**src/rtl/ras_checkpointed.sv**
```systemverilog
// ras_checkpointed: return address stack with a FIFO of branch checkpoints for flush rollback
module ras_checkpointed #(
    parameter int DEPTH    = 8,
    parameter int NUM_CKPT = 4,
    parameter int ADDR_W   = 32
) (
    input  logic              clk,
    input  logic              rst,
    input  logic              push,
    input  logic              pop,
    input  logic [ADDR_W-1:0] new_addr,
    input  logic              branch_fetched,
    input  logic              branch_retired,
    input  logic              flush,
    output logic [ADDR_W-1:0] addr,
    output logic              valid,
    output logic              ckpt_full
);
    localparam int IW = $clog2(DEPTH);
    localparam int CW = $clog2(DEPTH + 1);
    localparam int PW = $clog2(NUM_CKPT);
    localparam int FW = $clog2(NUM_CKPT + 1);
    localparam logic [CW-1:0] CNT_MAX = CW'(DEPTH);
    localparam logic [FW-1:0] F_MAX = FW'(NUM_CKPT);

    logic [IW-1:0]     idx_q, idx_d, st_idx, wr_idx;
    logic [CW-1:0]     cnt_q, cnt_d, st_cnt;
    logic              wr_en, enq, deq;
    logic [ADDR_W-1:0] lut_q [DEPTH];
    logic [IW-1:0]     ck_idx_q [NUM_CKPT];
    logic [CW-1:0]     ck_cnt_q [NUM_CKPT];
    logic [PW-1:0]     head_q, head_d, tail_q, tail_d;
    logic [FW-1:0]     fcnt_q, fcnt_d;

    // Post-update stack pointer/occupancy and the storage write for this cycle's push/pop
    always_comb begin
        st_idx = idx_q;
        st_cnt = cnt_q;
        wr_en  = 1'b0;
        wr_idx = idx_q + IW'(1);
        if (push && pop && cnt_q != '0) begin
            wr_en  = 1'b1;
            wr_idx = idx_q;
        end else if (push) begin
            wr_en  = 1'b1;
            st_idx = idx_q + IW'(1);
            st_cnt = (cnt_q == CNT_MAX) ? cnt_q : cnt_q + CW'(1);
        end else if (pop && cnt_q != '0) begin
            st_idx = idx_q - IW'(1);
            st_cnt = cnt_q - CW'(1);
        end
        wr_en = wr_en & ~flush;
    end

    // Checkpoint FIFO bookkeeping; a flush rolls back to the oldest checkpoint and empties the FIFO
    always_comb begin
        enq    = branch_fetched && (fcnt_q != F_MAX || branch_retired);
        deq    = branch_retired && fcnt_q != '0;
        idx_d  = flush ? ((fcnt_q != '0) ? ck_idx_q[head_q] : idx_q) : st_idx;
        cnt_d  = flush ? ((fcnt_q != '0) ? ck_cnt_q[head_q] : cnt_q) : st_cnt;
        head_d = flush ? '0 : head_q + PW'(deq);
        tail_d = flush ? '0 : tail_q + PW'(enq);
        fcnt_d = flush ? '0 : fcnt_q + FW'(enq) - FW'(deq);
    end

    // Pointer and occupancy registers
    always_ff @(posedge clk) begin
        if (rst) begin
            idx_q  <= '0;
            cnt_q  <= '0;
            head_q <= '0;
            tail_q <= '0;
            fcnt_q <= '0;
        end else begin
            idx_q  <= idx_d;
            cnt_q  <= cnt_d;
            head_q <= head_d;
            tail_q <= tail_d;
            fcnt_q <= fcnt_d;
        end
    end

    // Unreset storage: stack entries and checkpoint slots
    always_ff @(posedge clk) begin
        if (wr_en) lut_q[wr_idx] <= new_addr;
        if (enq && !flush) begin
            ck_idx_q[tail_q] <= st_idx;
            ck_cnt_q[tail_q] <= st_cnt;
        end
    end

    assign addr      = (cnt_q != '0) ? lut_q[idx_q] : '0;
    assign valid     = cnt_q != '0;
    assign ckpt_full = fcnt_q == F_MAX;
endmodule

```
**config.mk**
```make
export PLATFORM = sky130hd
export DESIGN_NAME = ras_checkpointed
export DESIGN_NICKNAME = d
export VERILOG_FILES = /design/src/rtl/ras_checkpointed.sv
export SDC_FILE = /design/constraint.sdc
export NUM_CORES = 1
export LEC_CHECK = 0
export ABC_AREA = 1
export ABC_CLOCK_PERIOD_IN_PS = 8350
export BUFFER_PORTS_ARGS = -buffer_cell sky130_fd_sc_hd__buf_2
export CAP_MARGIN = 25
export CORE_UTILIZATION = 65
export DETAILED_ROUTE_END_ITERATION = 7
export PLACE_DENSITY = 0.95
export SETUP_SLACK_MARGIN = 0.1
export SKIP_LAST_GASP = 1
export SLEW_MARGIN = 40
export SYNTH_ARGS = -nofsm -noshare
export SYNTH_HDL_FRONTEND = slang
export SYNTH_SLANG_ARGS = --single-unit
```
**constraint.sdc**
```tcl
create_clock -name clk -period 8.35 [get_ports clk]
set_input_delay 0.4175 -clock clk [delete_from_list [all_inputs] [get_ports clk]]
set_output_delay 0.4175 -clock clk [all_outputs]
set_load 0.05 [all_outputs]
```
**Word level (Yosys, flattened, before mapping)**

Memories as Yosys holds them, arrays and structs flattened. A register that Yosys moved wholly into a read port is not among the register bits.
Index checks and enable logic that the tools add are counted.

- Register bits after elaboration: 14
- Memory bits (writable): 284
- Input bits: 39
- Output and inout port bits: 34
- Logic and storage cells: 56
- Memories: 3

Memories:

| name | words | width | rd ports | clocked after Yosys merged registers in | wr ports | RTL line | source |
|---|---|---|---|---|---|---|---|
| lut_q | 8 | 32 | 1 | 1 | 1 | 29 | `logic [ADDR_W-1:0] lut_q [DEPTH];` |
| ck_cnt_q | 4 | 4 | 1 | 1 | 1 | 31 | `logic [CW-1:0] ck_cnt_q [NUM_CKPT];` |
| ck_idx_q | 4 | 3 | 1 | 1 | 1 | 30 | `logic [IW-1:0] ck_idx_q [NUM_CKPT];` |

- Add/sub/neg operators: 8
- Equality and inequality tests: 4
- Muxes and demuxes: 23
- Bitwise logic cells: 2
- Reductions and logical operators: 11

Operators with widths:

| cell | number |
|---|---|
| 32-bit 2-to-1 mux | 1 |
| 3-bit 2-to-1 mux | 8 |
| 4-bit 2-to-1 mux | 6 |
| 1-bit logical AND | 6 |
| 1-bit 2-to-1 mux | 6 |
| 2-bit by 1-bit adder with 2-bit output | 2 |
| 4-bit by 1-bit adder with 4-bit output (second input constant) | 1 |
| 4-bit == test (second input constant) | 1 |
| 2-bit 2-to-1 mux | 2 |
| 4-bit nonzero test | 1 |
| 4-bit by 1-bit subtractor with 4-bit output (second input constant) | 1 |
| 3-bit by 1-bit adder with 3-bit output | 1 |
| 3-bit by 1-bit adder with 3-bit output (second input constant) | 1 |
| 3-bit == test (second input constant) | 1 |
| 3-bit != test (second input constant) | 1 |
| 3-bit nonzero test | 1 |
| 3-bit by 1-bit subtractor with 3-bit output | 1 |
| 3-bit by 1-bit subtractor with 3-bit output (second input constant) | 1 |
| 2-bit by 1-bit != test with 1-bit output (second input constant) | 1 |
| 2-bit OR reduction | 1 |
| 1-bit bitwise AND | 1 |
| 1-bit logical NOT | 1 |
| 1-bit logical OR | 1 |
| 1-bit inverter | 1 |

**Depth between registers and ports, before layout**

Gate-level depths: netlist of run 1.

- Depth after elaboration: 8
- Mapped depth: 12
- Depth with buffers taken out: 11

**Least setup slack after synthesis of run 1**

OpenSTA, ideal clock, no wires.

- Path kind: register to register
- Start point: register cnt_q[0]
- End point: memory lut_q[1][0], enable pin
- Setup time: 0.421 ns
- Arrival: 2.577 ns
- Required time: 7.929 ns
- Path slack: 5.351 ns
- Cell stages (with the launch flop): 10
- Path buffers: 0
- Period minus slack after synthesis: 2.999 ns
- Cells stage by stage: dfxtp_1 > inv_1 > ha_1 > nand2_2 > nand3_2 > inv_2 > nand2_1 > nand2_1 > nand2_1 > nor2_1

- Longest elaborated chain between the ends: 6
- Elaborated cells between the ends (all ways): 7
- Those cells by class: mux (4); bitwise (1); reduce/logical (2)

RTL lines:

| element | RTL line | source |
|---|---|---|
| start, declared | 27 | `logic [CW-1:0] cnt_q, cnt_d, st_cnt;` |
| start signal, assigned | 76 | `cnt_q <= cnt_d;` |
| 4-bit nonzero test * | 41 | `if (push && pop && cnt_q != '0) begin` |
| 1-bit logical AND * | 41 |  |
| 1-bit 2-to-1 mux | 41 |  |
| 1-bit bitwise AND | 52 | `wr_en = wr_en & ~flush;` |
| 1-bit 2-to-1 mux | 85 | `if (wr_en) lut_q[wr_idx] <= new_addr;` |
| 1-bit 2-to-1 mux (implied by the code) | 85 |  |
| end, declared | 29 |  |

Every way passes the cells marked *; elsewhere a longest branch is shown, timed or not.

==> results by stage, run 1 <==
Yosys:
- The synthesized instance count is 991.
- After synthesis the cells add up to 0.0123 mm2.
- During synthesis, Yosys emitted a total of 0 warnings.
- After synthesis, the most frequently instantiated cells are 284 x sky130_fd_sc_hd__edfxtp_1, 224 x sky130_fd_sc_hd__nor2_1, 156 x sky130_fd_sc_hd__o21ai_0.
- The number of unique standard cell types used by synthesis is 32.
- The number of enable flip-flop cells after synthesis is 284.
- Ranked by total cell area, the synthesized netlist is headed by sky130_fd_sc_hd__edfxtp_1 69%, sky130_fd_sc_hd__nor2_1 6.8%, sky130_fd_sc_hd__o21ai_0 6.4%, sky130_fd_sc_hd__dfxtp_1 2.8%, sky130_fd_sc_hd__mux2i_1 2.6%.
- The number of nets in the synthesized netlist is 1039.
- For this run, the leading register cell type out of synthesis is sky130_fd_sc_hd__edfxtp_1.
- After synthesis, the largest area contributor takes up 69.4% of total cell area.
- Summed over all instances, the cell type with the most area after synthesis is sky130_fd_sc_hd__edfxtp_1.
- The synthesized area per cell is 12.4 um2.
- In the synthesized netlist the async set-or-reset flop fraction comes to 0%.
- For this run, the register share of the synthesized area comes to 72.2%.
- The cell with the most instances after synthesis is sky130_fd_sc_hd__edfxtp_1.
- Counting flops and latches in the post-synthesis netlist gives 301.

STA:
- The final number of hold-violating endpoints is 0.
- Derived from the worst setup path, the maximum achievable clock frequency is 246 MHz.
- The clock period could shrink to 4.06 ns.
- The worst path uses 48.6% of the clock period.
- The final total negative setup slack is 0 ns.
- Setup slack closes at 4.29 ns.
- For the pin with the worst max-slew slack, the measured transition is 0.839 ns.
- In this run the tightest slew margin relative to its limit is 44.1%.
- The setup violation total in the final timing report is 0.
- Setup repair after global routing left no endpoint under its margin.
- The maximum clock skew at final layout is 0.0209 ns.
- The total count of max-transition violations in the final report is 0.

Layout:
- In the final layout, the share of cells above drive strength 1 is 13.3%.
- The diode insertion count for antenna repair is 0.
- The area overhead of the layout relative to synthesis is 12.5%.
- The finished cells cover 0.0138 mm2.
- For this run, the post-layout net count is 1101.

Setup path:
- The sort of element at the end of the critical path is an output port.
- At the worst endpoint, the required time is 7.93 ns.
- In this run the worst path has a maximum fanout of 54.
- The delay of the slowest cell on the worst path is 0.78 ns.
- For the worst setup path, the data arrival time is 3.64 ns.
- The worst-case reg-to-reg path depth is 10.
- Together, buffers and inverters on the worst path number 3.
- The path type of the worst setup path is flop to output port.
- The critical path crosses 7 cells after its start point.
- The startpoint type of the worst setup path is a flop.
- For this design, the slowest cell found on the critical path is sky130_fd_sc_hd__dfxtp_4.
- The cell family contributing the most delay on the critical path is buffers and inverters.
- In this design, the critical path's most frequently occurring cell is sky130_fd_sc_hd__o21ai_0.
- The critical path goes through clkinv_2 > buf_4 > o21ai_0 > o21ai_0 > o21ai_0 > nor2_1 > buf_2.

Power:
- Per report_power, the combinational group accounts for 22.7% of the total.
- Net switching is 31.8% of the power.
- The internal cell power is 2.63 mW.
- The static leakage power is 4.83 nW.
- Dividing total power by cell area gives a power density of 279 mW/mm2.
- The worst supply voltage drop on vdd is 0.265 mV.
- The clock network accounts for 31.1% of the total power.
- The analysis attributes to net switching a power of 1.23 mW.
- Of the total power, registers draw 46.2%.

Place:
- Buffers placed on the I/O ports in this run total 72.
- The HPWL after detailed placement is 15800 um.
- The final weighted congestion in routability-driven placement is 0.855.
- In this run the cell area measured after placement is 0.0130 mm2.
- Prior to clock tree synthesis, the placed netlist has a worst setup slack of 5.07 ns.

Floorplan:
- The floorplan has 49 rows.
- The starting density of the core is 67.4%.
- The top-level port count is 73.
- In this run the standard cell core region covers 0.0182 mm2.
- In this run the vertical extent of the chip is 139 um.
- The die width is 139 um.
- The floorplan die area is 0.0194 mm2.

Clock network:
- The count of clock tree sinks is 301.
- CTS built an H-tree with a depth of 1.
- TritonCTS created 28 clock buffers.
- In this run the clock root is driven by a sky130_fd_sc_hd__clkbuf_16.
- The number of setup buffers added after CTS is 0.
- The clock edge transition at the registers on the reported setup and hold paths is 0.06 ns.
- The clock latency at the later pin of the worst-skew pair is 0.55 ns.
- The count of instances resized after the clock tree is built is 0.
- After clock tree synthesis, the flow added hold-fix buffers numbering 0.
- The CTS tree is yes.
- The worst-case clock buffer depth is 3.

Routing:
- In this run, the number of DRC markers left after iteration 0 of detailed routing was 816.
- The final wirelength is 26300 um.
- The total via count in the routed design is 8155.
- The detailed router used layers up to and including met4.
- The total length of routed met3 wires is 2370 um.
- The number of iterations in the first detailed-routing pass is 5.
- The average vias per placed instance is 6.26.
- The number of DRC violations after detailed routing is 0.
- The routed length on met2 is 13700 um.
- In the final routing, the length of wire on met1 measures 9450 um.
- Dividing the detail-routed wire length by the instance count gives 20.2 um.
- Once detail routing completed, the nets flagged for antenna violations numbered 0.

GRT:
- The pin count of the biggest net entering global routing is 112.
- In the global route stage, overall resource usage came out at 27.7%.
- The initial antenna violation count is 0.
- The total overflow left after global routing is 0.
- The number of global-route vias before repair is 8171.
- The first global-routing pass estimated 41300 um of wire.

Run status:
- The flow ran to the end, and the final reports show no timing, DRC or antenna violations.

Hold path:
- The path category of the worst min-delay check is input port to flop.
- Along the worst hold path, the cell count comes to 1.

Job:
- Across the run, the number of max-cap violations was 0.
[cell usage in the layout, fill, tap and decap left out, types with 3 or more instances in the layout]
master	n
sky130_fd_sc_hd__edfxtp_1	284
sky130_fd_sc_hd__nor2_1	216
sky130_fd_sc_hd__o21ai_0	156
sky130_fd_sc_hd__nand2_1	74
sky130_fd_sc_hd__buf_2	72
sky130_fd_sc_hd__inv_1	34
sky130_fd_sc_hd__o22ai_1	33
sky130_fd_sc_hd__mux2i_1	32
sky130_fd_sc_hd__nand3_1	31
sky130_fd_sc_hd__clkbuf_16	28
sky130_fd_sc_hd__o21ai_1	19
sky130_fd_sc_hd__dfxtp_1	15
sky130_fd_sc_hd__clkinv_1	9
sky130_fd_sc_hd__nor2_4	8
sky130_fd_sc_hd__ha_1	8
sky130_fd_sc_hd__buf_16	8
sky130_fd_sc_hd__clkbuf_1	6
sky130_fd_sc_hd__clkinv_2	5
sky130_fd_sc_hd__nor3_2	4
sky130_fd_sc_hd__inv_2	3
sky130_fd_sc_hd__xnor2_1	3
sky130_fd_sc_hd__buf_4	3
[routing by layer]
| metal | vias to the layer above | global-route usage (%) |
|---|---|---|
| met5 | - | 0 |
| met4 | 0 | 13.4 |
| met3 | 86 | 4.44 |
| met2 | 500 | 49.2 |
| met1 | 3902 | 33.0 |
| li1 | 3667 | - |
[layout make-up]
class | count | area, um2
Clock buffer | 34 | 723
Clock inverter | 17 | 138
Sequential cell | 301 | 8880
Timing Repair Buffer | 84 | 614
Tap cell | 229 | 287
Inverter | 38 | 144
Multi-Input combinational cell | 600 | 3030
Fill cell | 970 | 4400
[worst register-to-register path: cells and delay by family (launching register included)]
kind                       cells  cell delay, ns
buffers and inverters          3            0.54
and+or+nand+nor                6            1.90
adders and majority gates      1            0.26
DFF                            1            0.38
[final timing paths]
check / start / endpoint / slack [ns]
setup / recovery: flop / addr[31] / 4.29
hold / removal: new_addr[12] / lut_q[3][12]$_DFFE_PP_ / 0.14
setup reg to reg: cnt_q[0]$_SDFFE_PP0N_ / lut_q[1][26]$_DFFE_PP_ / 4.96
hold reg to reg: tail_q[1]$_SDFF_PP0_ / tail_q[1]$_SDFF_PP0_ / 0.57
[stage by stage]
step / hold WS [ns] / total power [mW] / instances / utilization (%)
after detailed placement: 0.559 / 2.67 / 1252 / 71.1
after floorplan: 0.516 / 2.45 / 991 / -
final: 0.137 / 3.86 / 1303 / 75.9
after global routing: 0.137 / 3.99 / 1303 / 75.9
after global placement: 0.547 / 2.61 / 1244 / 69.8
after CTS: 0.116 / 3.86 / 1303 / 75.9
[sequential cells by signal, summed over array words and instances, names as in the netlist, named ones only]
name      count
cnt_q         4
ck_idx_q     12
head_q        2
tail_q        2
lut_q       256
fcnt_q        3
ck_cnt_q     16
idx_q         3
[cells by family after synthesis]
kind of cell             count (synthesis)  share of synthesized area, %
AO/OA/AOI/OAI                          213                          9.09
XOR/XNOR                                 5                         0.357
adder cells (fa/ha/maj)                  9                         0.978
buffers and inverters                   90                          3.75
flip-flops                             301                          72.2
multiplexers                            32                          2.61
AND/OR/NAND/NOR                        341                          11.0
[power by group through the flow]
stage | Clock [mW] | Combinational [mW] | Sequential [mW]
final | 1.20 | 0.878 | 1.78
after global routing | 1.26 | 0.947 | 1.79
after CTS | 1.21 | 0.870 | 1.78
after detailed placement | 0 | 0.856 | 1.81
after global placement | 0 | 0.806 | 1.81
after floorplan | 0 | 0.660 | 1.79
(Power assumes the default switching activity.)
==> run 2, diff against run 1 <==
Settings changed: ABC_CLOCK_PERIOD_IN_PS 8350 to 4100, CORE_UTILIZATION 65 to 60, PLACE_DENSITY 0.95 to 0.9.
Clock period 8.35 ns to 4.1 ns, I/O delays scaled along.
==> results by stage, run 2 (synthesis gave the netlist of run 1 again) <==
Setup path:
- The sort of element at the end of the critical path is an output port.
- Data on the critical path arrives at its endpoint at 3.25 ns.
- The critical path is of the flop to output port type.
- STA classifies the critical path startpoint as a flop.
- The peak fanout along the critical path is 68.
- The required time reported for the critical path endpoint is 3.89 ns.

Floorplan:
- The standard-cell row count is 51.
- The floorplan die area is 0.0210 mm2.
- The floorplan step set the die width to 145 um.
- Once the floorplan was initialized, standard cells occupied 62.1% of the core.
- The total area inside the core boundary comes to 0.0198 mm2.
- From bottom edge to top edge, the die measures 145 um.
- The top-level port count is 73.

Layout:
- The library cells used most frequently in the layout, excluding fill and tap cells, are 284 x sky130_fd_sc_hd__edfxtp_1, 216 x sky130_fd_sc_hd__nor2_1, 156 x sky130_fd_sc_hd__o21ai_0, 74 x sky130_fd_sc_hd__nand2_1, 72 x sky130_fd_sc_hd__buf_2.
- The largest registers in the layout are lut_q (256), ck_cnt_q (16), ck_idx_q (12).
- After the last flow step, the layout net total stands at 1140.
- The final standard cell utilization of the core is 71.8%.
- Relative to the synthesized area, the layout overhead comes to 15.7%.
- Counting flops per register, the top entry is lut_q.
- The register with the most flip-flops in the layout has 256 of them.
- The share of post-route cells with drive strength above 1 is 13.5%.
- With fillers left out, the area of the finished cells amounts to 0.0142 mm2.
- The most common library cell in the layout ignoring fill and taps is sky130_fd_sc_hd__edfxtp_1.

Routing:
- The average vias per placed instance is 6.05.
- Dividing the detail-routed wire length by the instance count gives 20.5 um.
- The final wirelength is 28200 um.
- The total via count in the routed design is 8334.
- The count of routing violations after the opening detailed-route iteration is 965.
- Before antenna repair, the detailed router went through 5 iterations.
- In the routed design, unresolved DRC markers number 0.
- In this run the remaining antenna-violating nets after routing total 0.

Power:
- The worst supply voltage drop on vdd is 0.358 mV.
- The switching share of total power is 32.2%.
- For this design the static power due to leakage is 5.00 nW.
- The analysis attributes to net switching a power of 2.55 mW.
- The internal power of the cells totals 5.37 mW.
- The share of total power dissipated in sequential elements is 46.0%.
- The clock network power share is 30.9%.
- For this design the ratio of total power to cell area is 557 mW/mm2.
- The part of the total power dissipated in combinational logic is 23.1%.

Place:
- The post-detailed-placement cell area is 0.0130 mm2.
- At the end of routability-driven placement, the weighted congestion stood at 0.829.
- The number of port buffers is 72.
- Detailed placement ended at an HPWL of 15300 um.
- Prior to clock tree synthesis, the placed netlist has a worst setup slack of 1.28 ns.

STA:
- The clock arrives with 0.0322 ns of skew.
- Setup repair after global routing left no endpoint under its margin.
- The final number of hold-violating endpoints is 0.
- The routed design could run at a clock period as short as 3.45 ns.
- For this run, the top clock speed supported by timing is 290 MHz.
- The post-route clock period utilization is 84.2%.
- Adding up every negative setup slack in the final design gives 0 ns.
- The slew at the pin closest to its max-slew limit is 0.768 ns.
- The max-slew headroom at the worst pin is 48.8%.
- Setup violations remaining at the end of the flow were counted as 0.
- The setup slack of the critical path after layout is 0.650 ns.
- The total count of max-transition violations in the final report is 0.

GRT:
- The initial antenna violation count is 0.
- The number of global-route vias before repair is 8237.
- The wire length of the first global-routing pass is 43700 um.
- The total global routing overflow is 0.
- Entering global routing, the biggest net connects 87 pins.
- The global router's overall resource usage is 26.9%.

Clock network:
- Counting the buffers created by CTS gives 27.
- The clock edge transition at the registers on the reported setup and hold paths is 0.06 ns.
- The maximum level of the CTS H-tree is 1.
- In this run, post-CTS repair resized a total of 0 instances.
- TritonCTS built the clock tree.
- The later pin in the worst-skew pair is clocked with a latency of 0.57 ns.
- The tree is rooted in a sky130_fd_sc_hd__clkbuf_16.
- The worst-case clock buffer depth is 3.
- The count of clock tree sinks is 301.

Hold path:
- The path category of the worst min-delay check is input port to flop.

Run status:
- The run finished with clean final reports.

Job:
- Across the run, the number of max-cap violations was 0.
[run 2: cell count changes in the layout (fill, tap and decap cells not counted), moves of 2 or more]
cell                            before  now
sky130_fd_sc_hd__clkbuf_1            6   10
sky130_fd_sc_hd__dlygate4sd3_1       0   33
sky130_fd_sc_hd__clkinv_2            5    3
sky130_fd_sc_hd__buf_12              0    2
sky130_fd_sc_hd__clkinv_1            9    3
sky130_fd_sc_hd__buf_16              8    3
sky130_fd_sc_hd__buf_4               3    6
sky130_fd_sc_hd__buf_8               0    8
sky130_fd_sc_hd__clkbuf_8            0    4
[run 2: cell type report]
class / instances / area (um2)
Multi-Input combinational cell: 600 / 3030
Antenna cell: 1 / 2.50
Tap cell: 265 / 332
Sequential cell: 301 / 8880
Fill cell: 1230 / 5570
Timing Repair Buffer: 124 / 978
Inverter: 38 / 145
Clock buffer: 41 / 768
Clock inverter: 8 / 76.3
[run 2: metrics by stage]
stage	total power, mW	hold WS [ns]	cells
after floorplan	4.98	0.304	991
after global placement	5.36	0.467	1283
after detailed placement	5.44	0.472	1294
after CTS	7.87	0.000396	1376
after global routing	8.17	0.0363	1377
final	7.92	0.0133	1378
[run 2: what timing repair did]
action | 4_1_cts | 5_1_grt
hold buffers | 33 | 0
endpoints found under the hold margin | 257 | 0
buffers inserted | 0 | 0
[run 2: worst max-delay path, stage by stage, from the launching register on]
cell	delay, ns
sky130_fd_sc_hd__dfxtp_4	0.84
sky130_fd_sc_hd__buf_4	0.73
sky130_fd_sc_hd__o21ai_0	0.29
sky130_fd_sc_hd__o21ai_0	0.25
sky130_fd_sc_hd__o21ai_0	0.10
sky130_fd_sc_hd__nor2_1	0.17
sky130_fd_sc_hd__buf_2	0.28
[run 2: power groups by stage]
stage	clock network (mW)	logic, mW	registers [mW]
after floorplan	0	1.34	3.64
after global placement	0	1.64	3.72
after detailed placement	0	1.72	3.73
after CTS	2.44	1.77	3.67
after global routing	2.56	1.96	3.66
final	2.45	1.83	3.64
[run 2: worst paths after layout]
check | from | to | slack [ns] | cells after the start
setup / recovery | flop | addr[30] | 0.65 | 6
hold / removal | rst | cnt_q[2]$_SDFFE_PP0N_ | 0.01 | 4
setup reg to reg | cnt_q[0]$_SDFFE_PP0N_ | lut_q[2][31]$_DFFE_PP_ | 1.37 | 8
hold reg to reg | tail_q[1]$_SDFF_PP0_ | tail_q[1]$_SDFF_PP0_ | 0.58 | 2
[run 2: routing by layer]
metal	vias to the layer above	wire length, um	global-route usage [%]
met5	-	0	0
met4	0	944	11.3
met3	81	2610	3.58
met2	501	14100	45.5
met1	4009	10600	35.3
li1	3743	-	-
